<file path="src/rtl/eg_pkg.sv">
// Shared types and helpers for the Exp-Golomb serial encoder.
// Values are 4-bit unsigned; the prefix length n never exceeds 3.
package eg_pkg;

    localparam int MAX_PREFIX = 3;
    localparam int VAL_W      = 4;
    localparam int CNT_W      = 2;

    typedef enum logic [2:0] {
        S_IDLE,
        S_PREFIX,
        S_SEP,
        S_OFFSET,
        S_GAP
    } state_t;

    typedef struct packed {
        logic [CNT_W-1:0] n;
        logic [VAL_W-1:0] offset;
    } code_t;

    // n is the position of the leading one of v+1; offset is v+1 with that bit cleared.
    function automatic code_t eg_code(input logic [VAL_W-1:0] v);
        logic [VAL_W-1:0] vp1;
        code_t            c;
        vp1      = v + 1'b1;
        c.n      = '0;
        for (int i = 1; i <= MAX_PREFIX; i++) begin
            if (vp1[i]) c.n = CNT_W'(i);
        end
        c.offset = vp1 & ~(VAL_W'(1) << c.n);
        return c;
    endfunction

endpackage

</file>
<file path="src/rtl/eg_fifo.sv">
// Synchronous FIFO buffering values ahead of the encoder FSM.
// Pushes into an empty FIFO are never bypassed to the read side.
module eg_fifo
    import eg_pkg::*;
#(
    parameter int DEPTH = 4,
    parameter int W     = VAL_W
) (
    input  logic                   clk,
    input  logic                   rst,
    input  logic                   push,
    input  logic                   pop,
    input  logic [W-1:0]           wdata,
    output logic [W-1:0]           rdata,
    output logic                   full,
    output logic                   empty,
    output logic [$clog2(DEPTH):0] count
);

    localparam int AW = $clog2(DEPTH);

    logic [W-1:0]  mem [DEPTH];
    logic [AW-1:0] wr_ptr;
    logic [AW-1:0] rd_ptr;
    logic          do_push;
    logic          do_pop;

    assign do_push = push && !full;
    assign do_pop  = pop && !empty;
    assign full    = (count == (AW+1)'(DEPTH));
    assign empty   = (count == '0);
    assign rdata   = mem[rd_ptr];

    always_ff @(posedge clk) begin
        if (do_push) mem[wr_ptr] <= wdata;
    end

    always_ff @(posedge clk) begin
        if (rst) begin
            wr_ptr <= '0;
            rd_ptr <= '0;
            count  <= '0;
        end else begin
            if (do_push) wr_ptr <= wr_ptr + 1'b1;
            if (do_pop)  rd_ptr <= rd_ptr + 1'b1;
            case ({do_push, do_pop})
                2'b10:   count <= count + 1'b1;
                2'b01:   count <= count - 1'b1;
                default: count <= count;
            endcase
        end
    end

endmodule

</file>
<file path="src/rtl/eg_encoder.sv">
// Exp-Golomb serial encoder: buffers 4-bit values and emits one codeword per
// value MSB-first, followed by a fixed idle gap for the downstream decoder.
module eg_encoder
    import eg_pkg::*;
#(
    parameter int DEPTH = 4,
    parameter int GAP   = 2
) (
    input  logic             clk,
    input  logic             rst,
    input  logic             pi_valid,
    input  logic [VAL_W-1:0] pi_data,
    output logic             pi_ready,
    output logic             so_data,
    output logic             so_valid,
    output logic             busy,
    output logic             err
);

    localparam int GW = (GAP > 0) ? $clog2(GAP + 1) : 1;

    logic                   full;
    logic                   empty;
    logic                   push;
    logic                   pop;
    logic [VAL_W-1:0]       head;
    logic [$clog2(DEPTH):0] count;
    code_t                  head_code;

    state_t           state;
    logic [CNT_W-1:0] n_r;
    logic [CNT_W-1:0] bit_cnt;
    logic [VAL_W-1:0] off_r;
    logic [GW-1:0]    gap_cnt;

    assign pi_ready  = !full;
    assign push      = pi_valid && pi_ready && (pi_data != '1);
    assign pop       = (state == S_IDLE) && !empty;
    assign busy      = (count != '0) || (state != S_IDLE);
    assign head_code = eg_code(head);

    eg_fifo #(
        .DEPTH (DEPTH),
        .W     (VAL_W)
    ) u_fifo (
        .clk   (clk),
        .rst   (rst),
        .push  (push),
        .pop   (pop),
        .wdata (pi_data),
        .rdata (head),
        .full  (full),
        .empty (empty),
        .count (count)
    );

    // Value 15 has no codeword; it is dropped and flagged for one cycle.
    always_ff @(posedge clk) begin
        if (rst) err <= 1'b0;
        else     err <= pi_valid && pi_ready && (pi_data == '1);
    end

    // Outputs lag the state by one edge, so a bit appears the cycle after its state is entered.
    always_ff @(posedge clk) begin
        if (rst) begin
            state    <= S_IDLE;
            so_valid <= 1'b0;
            so_data  <= 1'b0;
            n_r      <= '0;
            off_r    <= '0;
            bit_cnt  <= '0;
            gap_cnt  <= '0;
        end else begin
            case (state)
                S_IDLE: begin
                    so_valid <= 1'b0;
                    so_data  <= 1'b0;
                    if (!empty) begin
                        n_r     <= head_code.n;
                        off_r   <= head_code.offset;
                        bit_cnt <= head_code.n - 1'b1;
                        state   <= (head_code.n != '0) ? S_PREFIX : S_SEP;
                    end
                end
                S_PREFIX: begin
                    so_valid <= 1'b1;
                    so_data  <= 1'b1;
                    if (bit_cnt == '0) state <= S_SEP;
                    else               bit_cnt <= bit_cnt - 1'b1;
                end
                S_SEP: begin
                    so_valid <= 1'b1;
                    so_data  <= 1'b0;
                    bit_cnt  <= n_r - 1'b1;
                    gap_cnt  <= '0;
                    if (n_r != '0)   state <= S_OFFSET;
                    else if (GAP > 0) state <= S_GAP;
                    else              state <= S_IDLE;
                end
                S_OFFSET: begin
                    so_valid <= 1'b1;
                    so_data  <= off_r[bit_cnt];
                    gap_cnt  <= '0;
                    if (bit_cnt == '0) state <= (GAP > 0) ? S_GAP : S_IDLE;
                    else               bit_cnt <= bit_cnt - 1'b1;
                end
                S_GAP: begin
                    so_valid <= 1'b0;
                    so_data  <= 1'b0;
                    if (gap_cnt == GW'(GAP - 1)) state <= S_IDLE;
                    else                         gap_cnt <= gap_cnt + 1'b1;
                end
                default: begin
                    state    <= S_IDLE;
                    so_valid <= 1'b0;
                    so_data  <= 1'b0;
                end
            endcase
        end
    end

endmodule
</file>
<file path="config.mk">
export PLATFORM = sky130hd
export DESIGN_NAME = eg_encoder
export DESIGN_NICKNAME = d
export VERILOG_FILES = /design/src/rtl/eg_pkg.sv /design/src/rtl/eg_fifo.sv /design/src/rtl/eg_encoder.sv
export SDC_FILE = /design/constraint.sdc
export NUM_CORES = 1
export LEC_CHECK = 0
export ABC_AREA = 1
export CAP_MARGIN = 20
export CORE_MARGIN = 4
export CORE_UTILIZATION = 39
export DETAILED_ROUTE_END_ITERATION = 8
export PLACE_DENSITY = 0.61
export SLEW_MARGIN = 0
export SYNTH_ARGS = -nofsm -noshare
export SYNTH_HDL_FRONTEND = slang
export SYNTH_SLANG_ARGS = --single-unit
</file>
<file path="constraint.sdc">
create_clock -name clk -period 2.5 [get_ports clk]
set_input_delay 0.375 -clock clk [delete_from_list [all_inputs] [get_ports clk]]
set_output_delay 0.375 -clock clk [all_outputs]
set_load 0.03 [all_outputs]
</file>
==> metrics.md <==
| Metric | Value |
|---|---|
| Status | finished, final reports clean |
| Post-CTS Resized | 0 |
| RSZ-0062 raised after global routing | false |
| Register area share after synthesis | 0.477 |
| Syn_area_per_cell | 8.22 um^2 |
| CTS buffer count | 5 |
| Min Clock Period, post-route | 2.22 ns |
| Int Power | 1.71 mW |
| # rows | 26 |
| # H-tree levels | 2 |
| Post-Place Setup Slack | 0.103 ns |
| Hold Vio Cnt, Final | 0 |
| Setup crit end kind | primary output |
| # IOs | 12 |
| Worst Skew | 0.00766 ns |
| Leak | 1.01 nW |
| Die height | 80.6 um |
| Mapped Nets | 265 |
| Main combinational cell family by area after synthesis | simple AND/OR/NAND/NOR gates |
| DRC | 0 |
| Nets | 282 |
| Clock Tree Root | clkbuf_8 |
| First-pass GRT wire length | 6410 um |
| Count leader, synth | nand2_1 |
| Yosys reg bits | 41 |
| Clk buf depth | 2 |
| Setup bufs post-CTS | 0 |
| Layout cell share with drive strength beyond 1 | 0.134 |
| Setup TNS | 0 ns |
| DR vias | 1559 |
| Critical path required time | 2.12 ns |
| Overall routing resource usage | 0.129 |
| FILL cells | 515 |
| Startpoint Class | flop |
| NetSw | 1.31 mW |
| Maximum VDD drop | 0.526 mV |
| CTS hold repair buffers | 0 |
| CP cell instances | inv_1, nand2_1, inv_1, nand2_1, clkdlybuf4s50_1 |
| Horiz. Die Dim | 80.6 um |
| Simple logic cell fraction of the synthesized area | 0.259 |
| Mapped Area | 2060 um^2 |
| Die Area | 6500 um^2 |
| Routed wire length | 3640 um |
| Mux contribution to synthesized area | 0.00487 |
| CP Class | reg -> out |
| Synth Area in Adders | 0.0523 |
| DR vias/cell | 4.61 |
| CTS clock-pin slew for the worst setup and hold paths | 0.08 ns |
| Wire per inst | 10.8 um |
| CTS tree | done |
| Synth cell count leaders | nand2_1 (53), inv_1 (35), dfxtp_1 (25), o21ai_0 (19), a21oi_1 (18) |
| Vias in the first global route | 1418 |
| Post-synth EDFFs | 16 |
| Setup slack after layout | 0.279 ns |
| Ys Warns | 0 |
| Starting density of the core | 0.402 |
| Final max-slew violation count | 0 |
| Power per Cell Area | 1280 nW/um^2 |
| Area Overhead vs Synth | 15.1% |
| Initial antenna violation count | 0 |
| Critical Path AT | 1.85 ns |
| Drt pass-1 iters | 4 |
| Compound-Gate Fraction of Synth Area | 0.124 |
| Largest net degree at the start of global routing | 14 |
| Gpl congestion | 0.824 |
| Detailed Place HPWL | 2800 um |
| Crit Path Max Fanout | 7 |
| Cells after synthesis | 250 |
| Setup violations, final | 0 |
| CP bufs+invs | 3 |
| ANT nets after route | 0 |
| Sw Ratio | 0.435 |
| Synth cell types | 27 |
| Num Clock Sinks | 41 |
| Clock Latency Late Sink | 0.29 ns |
| Relative slew slack | 0.743 |
| Worst-Margin Slew | 0.383 ns |
| Share of total power in combinational logic | 0.504 |
| Max Cap Viol | 0 |
| Achievable frequency | 0.450 GHz |
| PortBufs | 11 |
| Worst hold path type | reg -> reg |
| Reg power frac | 0.322 |
| Synth area leader | dfxtp_1 |
| Main flop type after synthesis | dfxtp_1 |
| Antenna diodes | 0 |
| Post-synthesis xor/xnor area fraction | 0 |
| Crit-path leading delay family | buffers and inverters |
| Slowest CP cell | clkdlybuf4s50_1 |
| Initial DRC Count | 61 |
| Clock group share of total power | 0.174 |
| GRT overflow | 0 |
| Synth top area share | 0.243 |
| Synth area leaders | dfxtp_1 (24%), edfxtp_1 (23%), nand2_1 (9.7%), inv_1 (6.4%), o21ai_0 (4.6%) |
| Core Box Area | 5110 um^2 |
| FFs w/ async S/R, synth | 0 |
| Tcrit/Tclk final | 0.888 |
| Max incr delay on CP | 0.69 ns |
| Hold slack | 0.460 ns |
[state kept, by name, summed over array words and instances, names as in the netlist, named ones only]
signal         cells
bit_cnt            2
err                1
gap_cnt            2
n_r                2
off_r              4
so_data            1
so_valid           1
state              3
u_fifo.count       3
u_fifo.mem        16
u_fifo.rd_ptr      2
u_fifo.wr_ptr      2
[tightest hold or removal path, stage by stage (launching register included)]
cell,delay [ns]
dfxtp_1,0.30
inv_1,0.05
a21oi_1,0.06
[final cells by class]
class,instances,area (um^2),area share
multi-input combinational,166,903,0.382
tap,70,87.6,0.0370
inverter,38,143,0.0603
clock buffer,6,72.6,0.0307
clock inverter,2,38.8,0.0164
sequential,41,981,0.415
timing repair buffer,15,140,0.0592
[cell families after synthesis]
| logic type | count (synthesis) |
|---|---|
| buf+inv | 43 |
| flops | 41 |
| mux | 1 |
| compound gates | 46 |
| fa+ha+maj | 8 |
| simple gates | 111 |
[final timing paths]
kind,to,slack [ns],depth (start not counted),from
worst max-delay path,busy,0.28,5,state[2]
worst min-delay path,flop,0.46,2,u_fifo.rd_ptr[1]
worst min register to register,flop,0.46,2,u_fifo.rd_ptr[1]
worst max register to register,u_fifo.count[2],0.40,10,state[1]
[through the flow]
step	cell area (um^2)	total power, mW	std cells	utilization
after global routing	2370	3.32	338	0.463
final	2370	3.02	338	0.463
after CTS	2370	3.05	338	0.463
after global placement	2250	2.50	330	0.441
after floorplan	2060	2.17	250	-
after detailed placement	2250	2.51	330	0.441
[cell usage in the layout, fill, tap and decap left out, types with 7 or more instances in the layout]
cell / n
dfxtp_1: 25
nand3_1: 17
nand3_2: 7
a21oi_1: 18
nand2_1: 53
nor2_1: 14
clkdlybuf4s50_1: 11
ha_1: 7
inv_1: 35
edfxtp_1: 16
nand2_2: 10
o21ai_0: 19
[power by group through the flow]
| stage | Clock, mW | Combinational [mW] | Sequential (mW) |
|---|---|---|---|
| global placement | 0 | 1.51 | 0.984 |
| finish | 0.525 | 1.52 | 0.971 |
| global route | 0.564 | 1.76 | 0.993 |
| CTS | 0.543 | 1.53 | 0.971 |
| floorplan | 0 | 1.20 | 0.968 |
| detailed placement | 0 | 1.52 | 0.986 |
[per-layer routing]
metal  vias to the layer above  track usage  part of all wire
met3                         6       0.0359             0.027
met1                       684        0.171              0.51
li1                        857            -                 -
met2                        12        0.200              0.45
met5                         -            0                 0
met4                         0       0.0456             0.014
(Power assumes the default switching activity.)
==> RTL change 1: new RTL, same settings <==
`DEPTH` is set to 4 in 2 places; all go to 2.
--- a/src/rtl/eg_fifo.sv
+++ b/src/rtl/eg_fifo.sv
@@ -5,3 +5,3 @@
 #(
-    parameter int DEPTH = 4,
+    parameter int DEPTH = 2,
     parameter int W     = VAL_W
--- a/src/rtl/eg_encoder.sv
+++ b/src/rtl/eg_encoder.sv
@@ -5,3 +5,3 @@
 #(
-    parameter int DEPTH = 4,
+    parameter int DEPTH = 2,
     parameter int GAP   = 2
Behaviour: not the same (Yosys sat finds a counterexample within 4 cycles, from zero or initial values and one cycle with rst high).
==> RTL change 1 against the original RTL <==
  * Sequential cell count is 12 lower
  * Final cell count is 24% lower
  * Synthesized cell count fell by 24%
  * Clock power is 7.4% lower
  * Wire length fell by 24%
  * Core utilization grew 2.0 points
  * Total power shrank 21%
  * Design area is 25% lower
  * Area after synthesis fell by 28%
  * Setup slack gained 0.10 ns
  * Count of clock-buffer cells in the layout is 1 lower
  * Worst hold slack better by 0.0063 ns
  * Die area down 25%
  * Highest routed layer unchanged
==> RTL change 1: results (changes against the original RTL) <==
.. list-table::
   :header-rows: 1

   * - Metric
     - Value
   * - Clock skew after layout
     - 0.005968 ns (-0.001688 ns)
   * - CP max FO
     - 5 (-2)
   * - Nets in the synthesized netlist
     - 201 (-24%)
   * - Count of final hold-check violations
     - 0 (unchanged)
   * - Worst rel slew slack
     - 0.7607 (+0.01724)
   * - Clock Root Buffer
     - clkbuf_8
   * - DRC violation total after the first TritonRoute iteration
     - 45 (-26%)
   * - Via count of the first global-routing pass
     - 1172 (-17%)
   * - Largest net degree at the start of global routing
     - 13 (-1)
   * - Start point of the worst min-delay path
     - u_fifo.rd_ptr
   * - Top post-synthesis cells by count
     - nand2_1 (44), inv_1 (22), dfxtp_1 (21)
   * - Registers with the most flip-flops
     - u_fifo.mem x8, off_r x4, state x3
   * - Critical path data arrival time
     - 1.74 ns (-0.11 ns)
   * - Total iterations of the first detailed-routing run
     - 4 (unchanged)
   * - Result of the run
     - completed
   * - Cell count after placement
     - 250 (-24%)
   * - Post-CTS setup-driven buffer insertion count
     - 0 (unchanged)
   * - Number of buffers inserted during clock tree synthesis
     - 5 (unchanged)
   * - Total placed instance area
     - 1654 µm² (-27%)
   * - Avg Synthesized Cell Area
     - 7.789 µm² (-5.3%)
   * - Hold WC Path Type
     - reg -> reg
   * - Detailed-placement wirelength estimate
     - 2.068 mm (-26%)
   * - Number of nets in the layout
     - 219 (-22%)
   * - Number of distinct standard cells referenced by the synthesized netlist
     - 29 (+7.4%)
   * - Share of synthesized cell area in full adder, half adder and majority cells
     - 0.02523 (-0.02711)
   * - Fraction of layout cells with a size suffix above 1
     - 0.1667 (+0.03234)
   * - Vias/cell
     - 4.826 (+4.6%)
   * - Routed wire length per instance
     - 10.75 µm (-0.20%)
   * - Xor-xnor portion of the synthesized cell area
     - 0 (unchanged)
   * - Share of the yosys chip area belonging to registers
     - 0.4441 (-0.03311)
   * - Via count
     - 1245 (-20%)
   * - Slack of the worst reg-to-reg path
     - 0.78 ns (+0.38 ns)
   * - Portion of netlist area occupied by mux cells
     - 0 (-0.004869)
   * - H-tree level count
     - 2 (unchanged)
   * - Cells taking the most area after synthesis
     - dfxtp_1 (28%), edfxtp_1 (16%), nand2_1 (11%)
   * - Worst hold path stage count
     - 1 (-1)
   * - Number of synthesized flops with an enable pin
     - 8 (-8)
   * - Clock buffer depth
     - 2 (unchanged)
   * - Endpoint of the most critical register-to-register path
     - bit_cnt[1]
   * - Weighted congestion reported at the end of routability-driven placement
     - 0.8044 (-2.4%)
   * - Wire length of the first global-routing pass
     - 4.961 mm (-23%)
   * - Number of resized instances in the post-cts repair step
     - 0 (unchanged)
   * - Cell depth of the worst flop-to-flop path
     - 12 (+2)
   * - Compound-cell area share of the yosys netlist
     - 0.1405 (+0.01690)
   * - All-layer global routing usage
     - 0.1253 (-0.003365)
   * - Largest voltage drop on the vdd net
     - 0.6301 mV (+20%)
   * - Filler cell count
     - 366 (-29%)
   * - Reported leakage power
     - 0.0007969 µW (-21%)
## RTL change 1: changes by cell type after synthesis, sizes merged, moves of 4 or more
cell    before  now
nor3         5    1
edfxtp      16    8
dfxtp       25   21
a21oi       20   15
ha           7    3
inv         38   29
o21ai       21   17
nand2       63   54
nand3       24   13
## RTL change 1: cells by family (layout without fill, tap and decap cells)
family	count (synthesis)	count (layout)
AO/OA/AOI/OAI	38	38
adder cells (fa/ha/maj)	3	3
buffers and inverters	32	51
flip-flops	29	29
AND/OR/NAND/NOR	89	89
## RTL change 1: metal layers
metal  share of wire  GRT usage
met3           0.039    0.02609
met4           0.016    0.05745
met5               0          0
met2            0.45     0.1973
met1            0.49     0.1637
## RTL change 1: worst max path at each step
stage,start,endpoint,slack (ns),cells past startpoint
CTS,state[0],busy,0.37,5
finish,state[0],busy,0.38,5
detailed placement,pi_data[3],u_fifo.count[1],0.53,9
floorplan,u_fifo.count[0],u_fifo.count[1],0.87,9
global route,state[0],busy,0.28,5
global placement,pi_data[1],u_fifo.count[1],0.57,9
## RTL change 1: cell type report
type	count	area share
inverter	30	0.07143
tap	48	0.03395
clock buffer	5	0.03890
clock inverter	3	0.02617
timing repair buffer	13	0.07072
multi-input combinational	130	0.3854
sequential	29	0.3734
## RTL change 1: stage by stage
step	util	hold slack, ns	setup WS [ns]
floorplan	-	0.4317	0.8686
global placement	0.4518	0.4498	0.5742
detailed placement	0.4518	0.4524	0.5337
CTS	0.4833	0.4665	0.3669
global route	0.4833	0.4984	0.2837
finish	0.4833	0.4666	0.3827
## RTL change 1: power breakdown
part           internal [µW]  switching (µW)  leakage (µW)
Combinational            461             728      0.000495
Clock                    298             188     0.0000543
Sequential               607            91.9      0.000247
Total                   1370            1010      0.000797
## RTL change 1: worst max-delay path, cell delays in order (launching register included)
cell             delay, ns
dfxtp_1               0.36
nor2_2                0.18
nand2_1               0.11
inv_2                 0.09
nand3_1               0.11
clkdlybuf4s50_1       0.61
==> RTL change 2: new RTL, same flow settings <==
Made on the original files. Make the reset (`rst`) asynchronous in 3 clocked blocks.
--- a/src/rtl/eg_fifo.sv
+++ b/src/rtl/eg_fifo.sv
@@ -37,3 +37,3 @@
 
-    always_ff @(posedge clk) begin
+    always_ff @(posedge clk or posedge rst) begin
         if (rst) begin
--- a/src/rtl/eg_encoder.sv
+++ b/src/rtl/eg_encoder.sv
@@ -57,3 +57,3 @@
     // Value 15 has no codeword; it is dropped and flagged for one cycle.
-    always_ff @(posedge clk) begin
+    always_ff @(posedge clk or posedge rst) begin
         if (rst) err <= 1'b0;
@@ -63,3 +63,3 @@
     // Outputs lag the state by one edge, so a bit appears the cycle after its state is entered.
-    always_ff @(posedge clk) begin
+    always_ff @(posedge clk or posedge rst) begin
         if (rst) begin
Check against the original RTL: differs if rst is asserted again (counterexample within 4 cycles, from zero or initial values and one cycle with rst high); with rst held inactive, the same outputs for 10 cycles.
==> RTL change 2 against the original RTL <==
  * Global-route usage is 0.81 points lower
  * Wire length fell by 11%
  * First-iteration DRC count rose by 21%
  * Design area shrank 2.7%
  * Combinational power increased by 4%
  * Total power is 1.4% higher
  * Sequential cell count down 2
  * Setup slack got worse by 0.060 ns
  * Clock power decreased by 21%
  * Count of clock-buffer cells in the layout fell by 1
  * Area after synthesis down 2.1%
  * Synthesized cell count fell by 12%
  * Via count is 11% lower
  * Register-to-register slack worse by 0.11 ns
  * Largest power group unchanged
==> RTL change 2: results (changes against the original RTL) <==
.. list-table::
   :header-rows: 1

   * - Metric
     - Value
   * - Fraction of layout cells with a size suffix above 1
     - 0.1162 (-0.01815)
   * - Cells taking the most area after synthesis
     - dfrtp_1 (29%), edfxtp_1 (24%), nand2_1 (11%)
   * - Post-synthesis async set-or-reset flop share
     - 0.5897 (+0.5897)
   * - Result of the run
     - completed
   * - CP max FO
     - 6 (-1)
   * - Largest net degree at the start of global routing
     - 24 (+10)
   * - Wire length of the first global-routing pass
     - 5.940 mm (-7.3%)
   * - Nets in the synthesized netlist
     - 236 (-11%)
   * - Non-filler cells, final
     - 308 (-8.9%)
   * - Share of the yosys chip area belonging to registers
     - 0.5249 (+0.04770)
   * - Routed wire length per instance
     - 10.53 µm (-2.3%)
   * - Critical path data arrival time
     - 1.91 ns (+0.06 ns)
   * - Post-place setup slack
     - 0.1899 ns (+0.08686 ns)
   * - Top post-synthesis cells by count
     - nand2_1 (60), inv_1 (30), dfrtp_1 (23)
   * - All-layer global routing usage
     - 0.1206 (-0.008055)
   * - Final Cycle Share
     - 0.9123 (+0.02397)
   * - Largest voltage drop on the vdd net
     - 0.5381 mV (+2.2%)
   * - Total placed instance area
     - 2212 µm² (-1.9%)
   * - Prevailing post-synth register cell
     - dfrtp_1
   * - Number of cells produced by synthesis
     - 221 (-12%)
   * - DRC violation total after the first TritonRoute iteration
     - 74 (+21%)
   * - Number of nets in the layout
     - 255 (-9.6%)
   * - Number of distinct standard cells referenced by the synthesized netlist
     - 29 (+7.4%)
   * - Reported leakage power
     - 0.001055 µW (+4.5%)
   * - Filler cell count
     - 456 (-11%)
   * - Hold WC Path Type
     - in -> async
RTL change 2: worst paths after layout:
check / from / end / cells after the start
max: state[1] / busy / 5
min: rst / u_fifo.count[2] / 3
max reg2reg: state[1] / u_fifo.count[2] / 11
min reg2reg: off_r[3] / off_r[3] / 2
max in group asynchronous: rst / off_r[3] / 3
min in group clk: off_r[3] / off_r[3] / 2
RTL change 2: critical path, cell delays in order, from the launching register on:
cell,delay [ns]
dfrtp_1,0.44
nor2_1,0.16
inv_1,0.07
nor2_1,0.17
nand2_1,0.15
clkdlybuf4s50_1,0.62
RTL change 2: cells by family (layout without fill, tap and decap cells):
group	after synthesis	count (layout)	share of synthesized area
AO/OA/AOI/OAI	26	26	0.06841
XOR/XNOR	6	6	0.03545
AND/OR/NAND/NOR	108	108	0.2488
adder cells (fa/ha/maj)	8	8	0.05348
flip-flops	39	39	0.5249
buffers and inverters	34	54	0.06903
RTL change 2: layout make-up:
| class | instances | area, µm² | share of cell area |
|---|---|---|---|
| flip-flops and latches | 39 | 1056 | 0.4589 |
| well taps | 67 | 83.83 | 0.03643 |
| clock inverters | 3 | 20.02 | 0.008700 |
| repair buffers | 14 | 132.6 | 0.05764 |
| inverters | 32 | 122.6 | 0.05329 |
| multi-input cells | 148 | 817.0 | 0.3551 |
| clock buffers | 5 | 68.82 | 0.02991 |
RTL change 2: routing by layer:
metal,GRT usage,routed length [µm]
met1,0.1549,1630
met2,0.1853,1447
met3,0.03725,104
met4,0.05574,61
met5,0,0
RTL change 2: report_power, final:
group | internal (µW) | switching, µW
clock network | 194 | 219
logic | 594 | 990
registers | 896 | 168
